## src/rtl/wbuf_pkg.sv

```systemverilog
// Shared types and helpers for the ternary weight stream buffer.
package wbuf_pkg;

    typedef enum logic [1:0] {
        IDLE   = 2'd0,
        LOAD   = 2'd1,
        STREAM = 2'd2
    } wbuf_state_e;

    localparam int unsigned WGT_BITS_2 = 2;
    localparam int unsigned WGT_BITS_4 = 4;

    // Weights per load byte; any width other than 4 is treated as the 2-bit encoding.
    function automatic int unsigned wpb(input int unsigned wgt_bits, input int unsigned data_w);
        return (wgt_bits == WGT_BITS_4) ? data_w / WGT_BITS_4 : data_w / WGT_BITS_2;
    endfunction

endpackage

```

## src/rtl/wbuf_lane_mem.sv

```systemverilog
// One lane of packed weight storage: byte-wide single-port RAM, 1-cycle read, write wins.
module wbuf_lane_mem #(
    parameter int unsigned DATA_W = 8,
    parameter int unsigned WORDS  = 16,
    parameter int unsigned AW     = 4
) (
    input  logic              clk,
    input  logic              reset_n,
    input  logic              we_i,
    input  logic [AW-1:0]     addr_i,
    input  logic [DATA_W-1:0] wdata_i,
    output logic [DATA_W-1:0] rdata_o
);

    logic [DATA_W-1:0] mem [WORDS];
    logic [DATA_W-1:0] rdata_q;

    always_ff @(posedge clk) begin
        if (we_i) begin
            mem[addr_i] <= wdata_i;
        end
    end

    always_ff @(posedge clk or negedge reset_n) begin
        if (!reset_n) begin
            rdata_q <= '0;
        end else if (!we_i) begin
            rdata_q <= mem[addr_i];
        end
    end

    assign rdata_o = rdata_q;

endmodule

```

## src/rtl/ternary_weight_stream_buffer.sv

```systemverilog
// Lane-major weight image loader plus column-window streamer for the PE array.
// Optional WBUF_NZ_MASK_EN adds a per-lane nonzero mask registered with each column.
module ternary_weight_stream_buffer
    import wbuf_pkg::*;
#(
    parameter int unsigned ARR_WIDTH = 16,
    parameter int unsigned DEPTH     = 64,
    parameter int unsigned WGT_BITS  = 2,
    parameter int unsigned DATA_W    = 8
) (
    input  logic                          clk,
    input  logic                          reset_n,
    input  logic                          ld_start,
    input  logic                          wr_valid,
    output logic                          wr_ready,
    input  logic [DATA_W-1:0]             wr_data,
    output logic                          loaded,
    input  logic                          rd_start,
    input  logic [$clog2(DEPTH)-1:0]      rd_base,
    input  logic [$clog2(DEPTH):0]        rd_len,
    output logic                          out_valid,
    input  logic                          out_ready,
    output logic [ARR_WIDTH*WGT_BITS-1:0] out_col,
    output logic [$clog2(DEPTH)-1:0]      out_idx,
    output logic                          rd_done,
    output logic                          err
`ifdef WBUF_NZ_MASK_EN
    ,
    output logic [ARR_WIDTH-1:0]          out_nz
`endif
);

    localparam int unsigned IDX_W   = $clog2(DEPTH);
    localparam int unsigned LEN_W   = IDX_W + 1;
    localparam int unsigned WPB     = wpb(WGT_BITS, DATA_W);
    localparam int unsigned WORDS   = DEPTH / WPB;
    localparam int unsigned WORD_AW = (WORDS > 1) ? $clog2(WORDS) : 1;
    localparam int unsigned LANE_W  = (ARR_WIDTH > 1) ? $clog2(ARR_WIDTH) : 1;
    localparam int unsigned SUB_W   = (WPB > 1) ? $clog2(WPB) : 1;
    localparam int unsigned COL_W   = ARR_WIDTH * WGT_BITS;

    typedef logic [COL_W-1:0] col_t;

    wbuf_state_e        state_q, state_d;
    logic               wr_ready_q, wr_ready_d;
    logic               loaded_q, loaded_d;
    logic               err_q, err_d;
    logic               rd_done_q, rd_done_d;
    logic [WORD_AW-1:0] word_q, word_d;
    logic [LANE_W-1:0]  lane_q, lane_d;
    logic [IDX_W-1:0]   iss_col_q, iss_col_d;
    logic [LEN_W-1:0]   iss_rem_q, iss_rem_d;
    logic [LEN_W-1:0]   hs_left_q, hs_left_d;
    logic               pend_q, pend_d;
    logic [SUB_W-1:0]   pend_sub_q, pend_sub_d;
    logic [IDX_W-1:0]   pend_idx_q, pend_idx_d;
    logic               out_valid_q, out_valid_d;
    col_t               out_col_q, out_col_d;
    logic [IDX_W-1:0]   out_idx_q, out_idx_d;
    logic               skid_vld_q, skid_vld_d;
    col_t               skid_col_q, skid_col_d;
    logic [IDX_W-1:0]   skid_idx_q, skid_idx_d;
`ifdef WBUF_NZ_MASK_EN
    logic [ARR_WIDTH-1:0] out_nz_q, out_nz_d;
    logic [ARR_WIDTH-1:0] skid_nz_q, skid_nz_d;
    logic [ARR_WIDTH-1:0] nz_c;
`endif

    logic               mem_we_c;
    logic [WORD_AW-1:0] mem_addr_c;
    logic [IDX_W-1:0]   rd_col_c;
    logic               issue_c;
    logic               pop_c;
    logic               head_free_c;
    logic [1:0]         occ_c;
    col_t               col_c;
    logic [DATA_W-1:0]  lane_sh;
    logic [DATA_W-1:0]  rdata_w [ARR_WIDTH];

    for (genvar gi = 0; gi < ARR_WIDTH; gi++) begin : g_lane
        wbuf_lane_mem #(
            .DATA_W (DATA_W),
            .WORDS  (WORDS),
            .AW     (WORD_AW)
        ) u_mem (
            .clk     (clk),
            .reset_n (reset_n),
            .we_i    (mem_we_c && (lane_q == LANE_W'(gi))),
            .addr_i  (mem_addr_c),
            .wdata_i (wr_data),
            .rdata_o (rdata_w[gi])
        );
    end

    // Unpack the pending column from the lane words; sub-field 0 sits in the MSBs.
    always_comb begin
        col_c   = '0;
        lane_sh = '0;
`ifdef WBUF_NZ_MASK_EN
        nz_c    = '0;
`endif
        for (int i = 0; i < ARR_WIDTH; i++) begin
            lane_sh = rdata_w[i] << (32'(pend_sub_q) * WGT_BITS);
            col_c[i*WGT_BITS +: WGT_BITS] = lane_sh[DATA_W-1 -: WGT_BITS];
`ifdef WBUF_NZ_MASK_EN
            nz_c[i] = |lane_sh[DATA_W-1 -: WGT_BITS];
`endif
        end
    end

    always_comb begin
        state_d     = state_q;
        loaded_d    = loaded_q;
        err_d       = 1'b0;
        rd_done_d   = 1'b0;
        word_d      = word_q;
        lane_d      = lane_q;
        iss_col_d   = iss_col_q;
        iss_rem_d   = iss_rem_q;
        hs_left_d   = hs_left_q;
        pend_d      = 1'b0;
        pend_sub_d  = pend_sub_q;
        pend_idx_d  = pend_idx_q;
        out_valid_d = out_valid_q;
        out_col_d   = out_col_q;
        out_idx_d   = out_idx_q;
        skid_vld_d  = skid_vld_q;
        skid_col_d  = skid_col_q;
        skid_idx_d  = skid_idx_q;
`ifdef WBUF_NZ_MASK_EN
        out_nz_d    = out_nz_q;
        skid_nz_d   = skid_nz_q;
`endif
        mem_we_c    = 1'b0;
        rd_col_c    = iss_col_q;
        issue_c     = 1'b0;
        pop_c       = out_valid_q && out_ready;
        head_free_c = !out_valid_q || pop_c;
        occ_c       = 2'(out_valid_q) + 2'(skid_vld_q) + 2'(pend_q);

        case (state_q)
            IDLE: begin
                if (ld_start) begin
                    state_d  = LOAD;
                    loaded_d = 1'b0;
                    word_d   = '0;
                    lane_d   = '0;
                end else if (rd_start) begin
                    if (!loaded_q) begin
                        err_d = 1'b1;
                    end else if (rd_len == '0) begin
                        rd_done_d = 1'b1;
                    end else begin
                        // First read is issued in the request cycle to save a cycle of latency.
                        state_d   = STREAM;
                        issue_c   = 1'b1;
                        rd_col_c  = rd_base;
                        iss_col_d = rd_base + IDX_W'(1);
                        iss_rem_d = rd_len - LEN_W'(1);
                        hs_left_d = rd_len;
                    end
                end
            end
            LOAD: begin
                err_d = rd_start;
                if (ld_start) begin
                    word_d = '0;
                    lane_d = '0;
                end else if (wr_valid) begin
                    mem_we_c = 1'b1;
                    word_d   = word_q + WORD_AW'(1);
                    if (word_q == WORD_AW'(WORDS - 1)) begin
                        lane_d = lane_q + LANE_W'(1);
                        if (lane_q == LANE_W'(ARR_WIDTH - 1)) begin
                            loaded_d = 1'b1;
                            state_d  = IDLE;
                        end
                    end
                end
            end
            STREAM: begin
                err_d = ld_start || rd_start;
                // Keep at most two columns between the RAM and the output registers.
                if ((iss_rem_q != '0) && ((occ_c - 2'(pop_c)) < 2'd2)) begin
                    issue_c   = 1'b1;
                    iss_col_d = iss_col_q + IDX_W'(1);
                    iss_rem_d = iss_rem_q - LEN_W'(1);
                end
                if (pop_c) begin
                    hs_left_d = hs_left_q - LEN_W'(1);
                    if (hs_left_q == LEN_W'(1)) begin
                        rd_done_d = 1'b1;
                        state_d   = IDLE;
                    end
                end
            end
            default: state_d = IDLE;
        endcase

        if (issue_c) begin
            pend_d     = 1'b1;
            pend_sub_d = SUB_W'(rd_col_c % WPB);
            pend_idx_d = rd_col_c;
        end

        mem_addr_c = (state_q == LOAD) ? word_q : WORD_AW'(rd_col_c / WPB);

        // Two-entry output queue: head is the visible column, skid absorbs a stall.
        if (head_free_c) begin
            if (skid_vld_q) begin
                out_valid_d = 1'b1;
                out_col_d   = skid_col_q;
                out_idx_d   = skid_idx_q;
`ifdef WBUF_NZ_MASK_EN
                out_nz_d    = skid_nz_q;
`endif
                skid_vld_d  = pend_q;
                if (pend_q) begin
                    skid_col_d = col_c;
                    skid_idx_d = pend_idx_q;
`ifdef WBUF_NZ_MASK_EN
                    skid_nz_d  = nz_c;
`endif
                end
            end else begin
                out_valid_d = pend_q;
                if (pend_q) begin
                    out_col_d = col_c;
                    out_idx_d = pend_idx_q;
`ifdef WBUF_NZ_MASK_EN
                    out_nz_d  = nz_c;
`endif
                end
            end
        end else if (pend_q) begin
            skid_vld_d = 1'b1;
            skid_col_d = col_c;
            skid_idx_d = pend_idx_q;
`ifdef WBUF_NZ_MASK_EN
            skid_nz_d  = nz_c;
`endif
        end

        wr_ready_d = (state_d == LOAD);
    end

    always_ff @(posedge clk or negedge reset_n) begin
        if (!reset_n) begin
            state_q     <= IDLE;
            wr_ready_q  <= 1'b0;
            loaded_q    <= 1'b0;
            err_q       <= 1'b0;
            rd_done_q   <= 1'b0;
            word_q      <= '0;
            lane_q      <= '0;
            iss_col_q   <= '0;
            iss_rem_q   <= '0;
            hs_left_q   <= '0;
            pend_q      <= 1'b0;
            pend_sub_q  <= '0;
            pend_idx_q  <= '0;
            out_valid_q <= 1'b0;
            out_col_q   <= '0;
            out_idx_q   <= '0;
            skid_vld_q  <= 1'b0;
            skid_col_q  <= '0;
            skid_idx_q  <= '0;
`ifdef WBUF_NZ_MASK_EN
            out_nz_q    <= '0;
            skid_nz_q   <= '0;
`endif
        end else begin
            state_q     <= state_d;
            wr_ready_q  <= wr_ready_d;
            loaded_q    <= loaded_d;
            err_q       <= err_d;
            rd_done_q   <= rd_done_d;
            word_q      <= word_d;
            lane_q      <= lane_d;
            iss_col_q   <= iss_col_d;
            iss_rem_q   <= iss_rem_d;
            hs_left_q   <= hs_left_d;
            pend_q      <= pend_d;
            pend_sub_q  <= pend_sub_d;
            pend_idx_q  <= pend_idx_d;
            out_valid_q <= out_valid_d;
            out_col_q   <= out_col_d;
            out_idx_q   <= out_idx_d;
            skid_vld_q  <= skid_vld_d;
            skid_col_q  <= skid_col_d;
            skid_idx_q  <= skid_idx_d;
`ifdef WBUF_NZ_MASK_EN
            out_nz_q    <= out_nz_d;
            skid_nz_q   <= skid_nz_d;
`endif
        end
    end

    assign wr_ready  = wr_ready_q;
    assign loaded    = loaded_q;
    assign err       = err_q;
    assign rd_done   = rd_done_q;
    assign out_valid = out_valid_q;
    assign out_col   = out_col_q;
    assign out_idx   = out_idx_q;
`ifdef WBUF_NZ_MASK_EN
    assign out_nz    = out_nz_q;
`endif

endmodule

```

## config.mk

```make
export PLATFORM = sky130hd
export DESIGN_NAME = ternary_weight_stream_buffer
export DESIGN_NICKNAME = d
export VERILOG_FILES = /design/src/rtl/wbuf_pkg.sv /design/src/rtl/wbuf_lane_mem.sv /design/src/rtl/ternary_weight_stream_buffer.sv
export SDC_FILE = /design/constraint.sdc
export NUM_CORES = 2
export LEC_CHECK = 0
export BUFFER_PORTS_ARGS = -buffer_cell sky130_fd_sc_hd__buf_4
export CORE_UTILIZATION = 30
export CTS_BUF_LIST = sky130_fd_sc_hd__clkbuf_8
export CTS_CLUSTER_DIAMETER = 50
export DETAILED_ROUTE_END_ITERATION = 8
export PLACE_DENSITY = 0.41
export SYNTH_ARGS = -nofsm -noshare
export SYNTH_HDL_FRONTEND = slang
export SYNTH_SLANG_ARGS = --single-unit
```

## constraint.sdc

```tcl
create_clock -name clk -period 7.06 [get_ports clk]
set_clock_uncertainty 0.1 [all_clocks]
set_input_delay 1.412 -clock clk [delete_from_list [all_inputs] [get_ports clk]]
set_output_delay 1.412 -clock clk [all_outputs]
set_load 0.1 [all_outputs]
```

Word-level counts from Yosys, hierarchy flattened
Memory sizes are Yosys's and may differ from the RTL's. A register that Yosys moved wholly into a read port is not among the register bits.
Index checks and enable logic that the tools add are counted.
{"block": "word_totals", "register_bits": 121, "ramBits": 2048, "out_inout_bits": 43, "memories": 16}
{"block": "op_classes", "n_addsub": 10, "magnitude_cmp": 1, "n_eq_ne": 34, "shift": 16, "mux": 116, "reduce_logical": 67}
{"memory": "g_lane[0].u_mem.mem", "words": 16, "width": 8, "read_ports": 1, "rd_clocked_by_memory_dff": 1, "wr": 1, "line": "wbuf_lane_mem.sv:15", "rtl": "logic [DATA_W-1:0] mem [WORDS];"}
{"memory": "g_lane[10].u_mem.mem", "words": 16, "width": 8, "read_ports": 1, "rd_clocked_by_memory_dff": 1, "wr": 1, "line": "wbuf_lane_mem.sv:15"}
{"memory": "g_lane[11].u_mem.mem", "words": 16, "width": 8, "read_ports": 1, "rd_clocked_by_memory_dff": 1, "wr": 1, "line": "wbuf_lane_mem.sv:15"}
{"memory": "g_lane[12].u_mem.mem", "words": 16, "width": 8, "read_ports": 1, "rd_clocked_by_memory_dff": 1, "wr": 1, "line": "wbuf_lane_mem.sv:15"}
{"memory": "g_lane[13].u_mem.mem", "words": 16, "width": 8, "read_ports": 1, "rd_clocked_by_memory_dff": 1, "wr": 1, "line": "wbuf_lane_mem.sv:15"}
{"memory": "g_lane[14].u_mem.mem", "words": 16, "width": 8, "read_ports": 1, "rd_clocked_by_memory_dff": 1, "wr": 1, "line": "wbuf_lane_mem.sv:15"}
{"memory": "10 more memories"}
{"cell": "32-bit two-way mux", "count": 5}
{"cell": "8-bit by 3-bit left shift with 8-bit output", "count": 16}
{"cell": "6-bit two-way mux", "count": 15}
{"cell": "7-bit two-way mux", "count": 10}
{"cell": "1-bit two-way mux", "count": 59}
{"cell": "4-bit equality test, second input constant", "count": 9}
{"cell": "1-bit logical NOT", "count": 33}
{"cell": "4-bit two-way mux", "count": 7}
{"cell": "7-bit one-hot mux with 2 select lines", "count": 2}
{"cell": "2-bit != test, second input constant", "count": 12}
{"cell": "7-bit by 1-bit subtractor with 7-bit output, second input constant", "count": 3}
{"cell": "2-bit two-way mux", "count": 10}
{"cell": "1-bit logical AND", "count": 18}
{"cell": "6-bit AND reduction", "count": 3}
{"cell": "4-bit by 3-bit equality test with 1-bit output, second input constant", "count": 4}
{"cell": "4-bit one-hot mux with 2 select lines", "count": 2}
{"cell": "6-bit by 1-bit adder with 6-bit output, second input constant", "count": 2}
{"cell": "6-bit one-hot mux with 2 select lines", "count": 1}
{"cell": "4-bit by 1-bit adder with 4-bit output, second input constant", "count": 2}
{"cell": "4-bit by 2-bit equality test with 1-bit output, second input constant", "count": 2}
{"cell": "2-bit nonzero test", "count": 4}
{"cell": "7-bit by 1-bit equality test with 1-bit output, second input constant", "count": 1}
{"cell": "7-bit logical NOT", "count": 1}
{"cell": "7-bit nonzero test", "count": 1}
{"cell": "other kinds (17)", "count": 22}

Logic depth before layout (Yosys ltp)
{"block": "logic_depth", "word_depth": 8, "mapped_depth": 13, "depth_no_buf": 11}

Cells and area by module
A second synthesis with hierarchy kept.
{"block": "hier_totals", "cells_unflattened": 5450, "area_unflattened_um2": 92525.0}
{"mod": "wbuf_lane_mem", "instances": 16, "cells_each": 301, "area_per_inst_um2": 5356.4, "seq_area_each_um2": 4043.9}
{"mod": "ternary_weight_stream_buffer", "instances": 1, "cells_each": 634, "area_per_inst_um2": 6822.8, "seq_area_each_um2": 2977.9}

Worst setup path before layout
Ideal clock, no wire load.
{"block": "synth_path", "kind": "input to register", "startpoint": "in rd_len[5]", "endpoint": "mem g_lane[14].u_mem.mem[5][0] (enable)", "setup_ns": 0.370, "arrival_time_ns": 3.819, "t_required_ns": 6.590, "slack_ns": 2.771, "stages": 10, "path_cell_list": "nor4_4 -> a211o_1 -> mux2i_1 -> and2_1 -> buf_2 -> buf_2 -> buf_2 -> nand2_1 -> clkbuf_1 -> nor2_1"}
{"block": "synth_via", "elab_chain_cells": 7}
{"element": "start, declared", "line": "ternary_weight_stream_buffer.sv:20", "rtl": "input logic [$clog2(DEPTH):0] rd_len,"}
{"element": "7-bit logical NOT", "line": "ternary_weight_stream_buffer.sv:151", "rtl": "end else if (rd_len == '0) begin"}
{"element": "6-bit two-way mux", "line": "ternary_weight_stream_buffer.sv:151"}
{"element": "6-bit two-way mux", "line": "ternary_weight_stream_buffer.sv:149", "rtl": "if (!loaded_q) begin"}
{"element": "6-bit two-way mux", "line": "ternary_weight_stream_buffer.sv:148", "rtl": "end else if (rd_start) begin"}
{"element": "6-bit two-way mux", "line": "ternary_weight_stream_buffer.sv:143", "rtl": "if (ld_start) begin"}
{"element": "6-bit two-way mux", "line": "ternary_weight_stream_buffer.sv:141", "rtl": "case (state_q)"}
{"element": "4-bit two-way mux", "line": "ternary_weight_stream_buffer.sv:206", "rtl": "mem_addr_c = (state_q == LOAD) ? word_q : WORD_AW'(rd_col_c / WPB);"}
{"element": "end, declared", "line": "wbuf_lane_mem.sv:15"}
Every way passes these cells.

Worst setup path in the final report
{"block": "layout_path", "startpoint": "in ld_start", "endpoint": "mem g_lane[8].u_mem.mem[12][2] (enable)"}
{"block": "layout_via", "elab_chain_cells": 5, "word_cells_on_any_way": 8}
{"element": "start, declared", "line": "ternary_weight_stream_buffer.sv:13", "rtl": "input logic ld_start,"}
{"element": "1-bit two-way mux", "line": "ternary_weight_stream_buffer.sv:166", "rtl": "if (ld_start) begin"}
{"element": "1-bit two-way mux", "line": "ternary_weight_stream_buffer.sv:141"}
{"element": "1-bit logical AND", "line": "ternary_weight_stream_buffer.sv:88", "rtl": ".we_i (mem_we_c && (lane_q == LANE_W'(gi))),"}
{"element": "1-bit two-way mux", "line": "wbuf_lane_mem.sv:19", "rtl": "if (we_i) begin"}
{"element": "1-bit two-way mux (implied by the code)", "line": "wbuf_lane_mem.sv:20", "rtl": "mem[addr_i] <= wdata_i;"}
{"element": "end, declared", "line": "wbuf_lane_mem.sv:15"}
Several ways; a longest one is shown, not always the timed one.

==> impl_metrics.json <==
{
  "status": "finished clean",
  "path_clk_slew_ps": 60,
  "insertion_delay_ps": 990,
  "yosysWarnings": 0,
  "slew_headroom_pct": 9.01,
  "cts_hold_buf": 0,
  "cts_max_path_buffers": 4,
  "p_total_mw": 29.5,
  "core-area_um2": 300000,
  "r2r_slack_ps": 2030,
  "critical-path-top-delay-family": "simple AND/OR/NAND/NOR gates",
  "setup_tns_ps": 0,
  "drive_gt1_share_pct": 13.0,
  "power.density_nw_per_um2": 287,
  "layout_min_cycle_time_ps": 5130,
  "grt_pass1_wl_mm": 411,
  "cp_slowest_cell": "nand2_2",
  "startpoint": "ld_start",
  "crit_top_cell": "buf_4",
  "grt_setup_unrepaired": "no",
  "ioPinCount": 70,
  "drv_cap": 0,
  "globalplace.congestion": 0.760,
  "dp.cells": 9660,
  "synth-seq-cells": 2295,
  "initial_core_util_pct": 30.1,
  "track_usage_pct": 18.6,
  "min-delay-path-class": "in2async",
  "grt_pass1_vias": 55098,
  "synth_cell_types": 60,
  "antenna_found_initial": 10,
  "portBuffers": 69,
  "worstReg2RegStart": "state_q[0]",
  "cts_resized": 0,
  "cts_tree": "yes",
  "finalHoldViolations": 0,
  "final_nets": 6147,
  "synthToLayoutAreaGrowth_pct": 14.0,
  "critPathLaunchType": "primary input",
  "layout.cells.non_filler": 10397,
  "synthArstFlopShare_pct": 10.8,
  "synth_common_cells": "edfxtp_1 (2,048), o21ai_0 (635), a22o_1 (512)",
  "post_dp_cell_area_um2": 95200,
  "grt_max_degree": 162,
  "slew_viol_final": 0,
  "ys_seq_area_share_pct": 75.0,
  "num_vias": 54329,
  "h-tree-depth": 5,
  "yosys.area.top_type": "edfxtp_1",
  "ir_worst_vdd_uv": 126,
  "wl_mm": 289,
  "drc": 0,
  "synthCells": 6013,
  "ctsRootBufferMaster": "clkbuf_8",
  "via_per_inst": 5.23,
  "finalSetupViolCount": 0,
  "worstMarginPinSlew_ps": 1360,
  "cts_buffers": 405,
  "antenna_left": 0,
  "worstSetupEndpointType": "flip-flop",
  "clock_sinks": 2295,
  "max_freq_ghz": 0.195,
  "path_class": "in2reg",
  "num_rows": 201,
  "crit_path_max_fanout": 28,
  "crit_required_ps": 7570,
  "leakage_nw": 33.6,
  "fp.dieH_um": 551,
  "critPathMaxStageDelay_ps": 840,
  "path_cells": "buf_4 -> nand4bb_4 -> a211oi_4 -> mux2_2 -> o21ai_1 -> nor2_4 -> buf_4 -> nand2_2 -> buf_4 -> nor2_1",
  "synthFlopType": "edfxtp_1",
  "yosysMostFrequentCell": "edfxtp_1",
  "overflow": 0,
  "synthTopCellsByArea": "edfxtp_1 (68%), dfrtp_1 (6.8%), a22o_1 (5.0%), o21ai_0 (3.5%), a32oi_1 (2.5%)",
  "wl_per_cell_um": 27.8,
  "synth_area_um2": 90300,
  "dieArea_um2": 303000,
  "hold-worst-slack_ps": 169,
  "synth_top_area_share_pct": 68.1,
  "synth_edf_count": 2048,
  "period_share_pct": 72.7,
  "avgSynthCellArea_um2": 15.0,
  "first_pass_iters": 5,
  "dieWidth_um": 551,
  "post-dp-hpwl_mm": 156,
  "synth_nets": 6051,
  "cp.arrival_ps": 5640,
  "drt_iter0_markers": 4710,
  "worst-path-buf-inv": 3,
  "post-route-cell-area_um2": 103000,
  "cts_setup_buffers": 0
}
-- metrics by stage --
stage | utilization (%) | setup WS (ps)
after floorplan | - | 2770
after global placement | 31.8 | 998
after detailed placement | 31.8 | 935
after CTS | 34.4 | 1950
after global routing | 34.4 | 1780
final | 34.4 | 1930
-- cell families after synthesis --
logic type                 synth area share, %
adders and majority gates                0.152
muxes                                     1.85
and+or+nand+nor                           5.23
buffers and inverters                     2.29
DFF                                       75.0
AOI/OAI and AO/OA                         15.5
xor gates and xnor gates               0.00970
-- metal layers --
layer | vias up | GRT usage, % | routed length (um)
met1 | 28406 | 26.0 | 132000
li1 | 24110 | - | -
met2 | 1415 | 30.1 | 136000
met5 | - | 0 | 13
met3 | 396 | 2.77 | 13800
met4 | 2 | 5.28 | 6700
-- report_power, final --
group	internal (mW)	switching (mW)	total (mW)
Sequential	15.0	0.201	15.2
Combinational	0.677	1.81	2.49
Clock	6.26	5.58	11.8
-- flip-flops by register name, summed over array words and instances (netlist names), 2 cells and up --
register              flops
hs_left_q                 7
out_idx                   6
iss_rem_q                 7
g_lane.u_mem.rdata_o    128
state_q                   2
word_q                    4
skid_idx_q                6
skid_col_q               32
lane_q                    4
g_lane.u_mem.mem       2048
out_col                  32
pend_idx_q                5
iss_col_q                 6
-- placed cells by master, fill, tap and decap left out, types with 39 or more instances in the layout --
| master | n |
|---|---|
| o21ai_0 | 632 |
| o21ai_1 | 197 |
| nand2_1 | 94 |
| nor2_1 | 430 |
| buf_4 | 167 |
| nand3_1 | 136 |
| a32oi_1 | 256 |
| and2_1 | 265 |
| a21oi_1 | 170 |
| clkinv_1 | 72 |
| inv_1 | 155 |
| clkinv_2 | 41 |
| mux2_2 | 39 |
| dfrtp_1 | 244 |
| a41oi_1 | 128 |
| edfxtp_1 | 2048 |
| a31oi_1 | 133 |
| mux2i_1 | 47 |
| a22o_1 | 512 |
| clkbuf_8 | 458 |
-- path summary, 6_finish.rpt --
path,end,cells after the start
hold / removal,err,1
hold reg to reg,out_col[30],2
setup reg to reg,g_lane[11].u_mem.mem[14][5],6
setup / recovery,g_lane[8].u_mem.mem[12][2],10
max in group asynchronous,g_lane[10].u_mem.rdata_o[6],2
min in group clk,out_col[30],2
-- final cells by class --
class,count,area [um^2]
fill,28821,197000
sequential,2295,67700
multi-input combinational,3196,20800
clock buffer,458,6300
tap,3958,4950
timing repair buffer,196,1790
clock inverter,272,1380
inverter,15,56.3
antenna,7,17.5
Note: power is estimated with default switching activity, not from simulation.
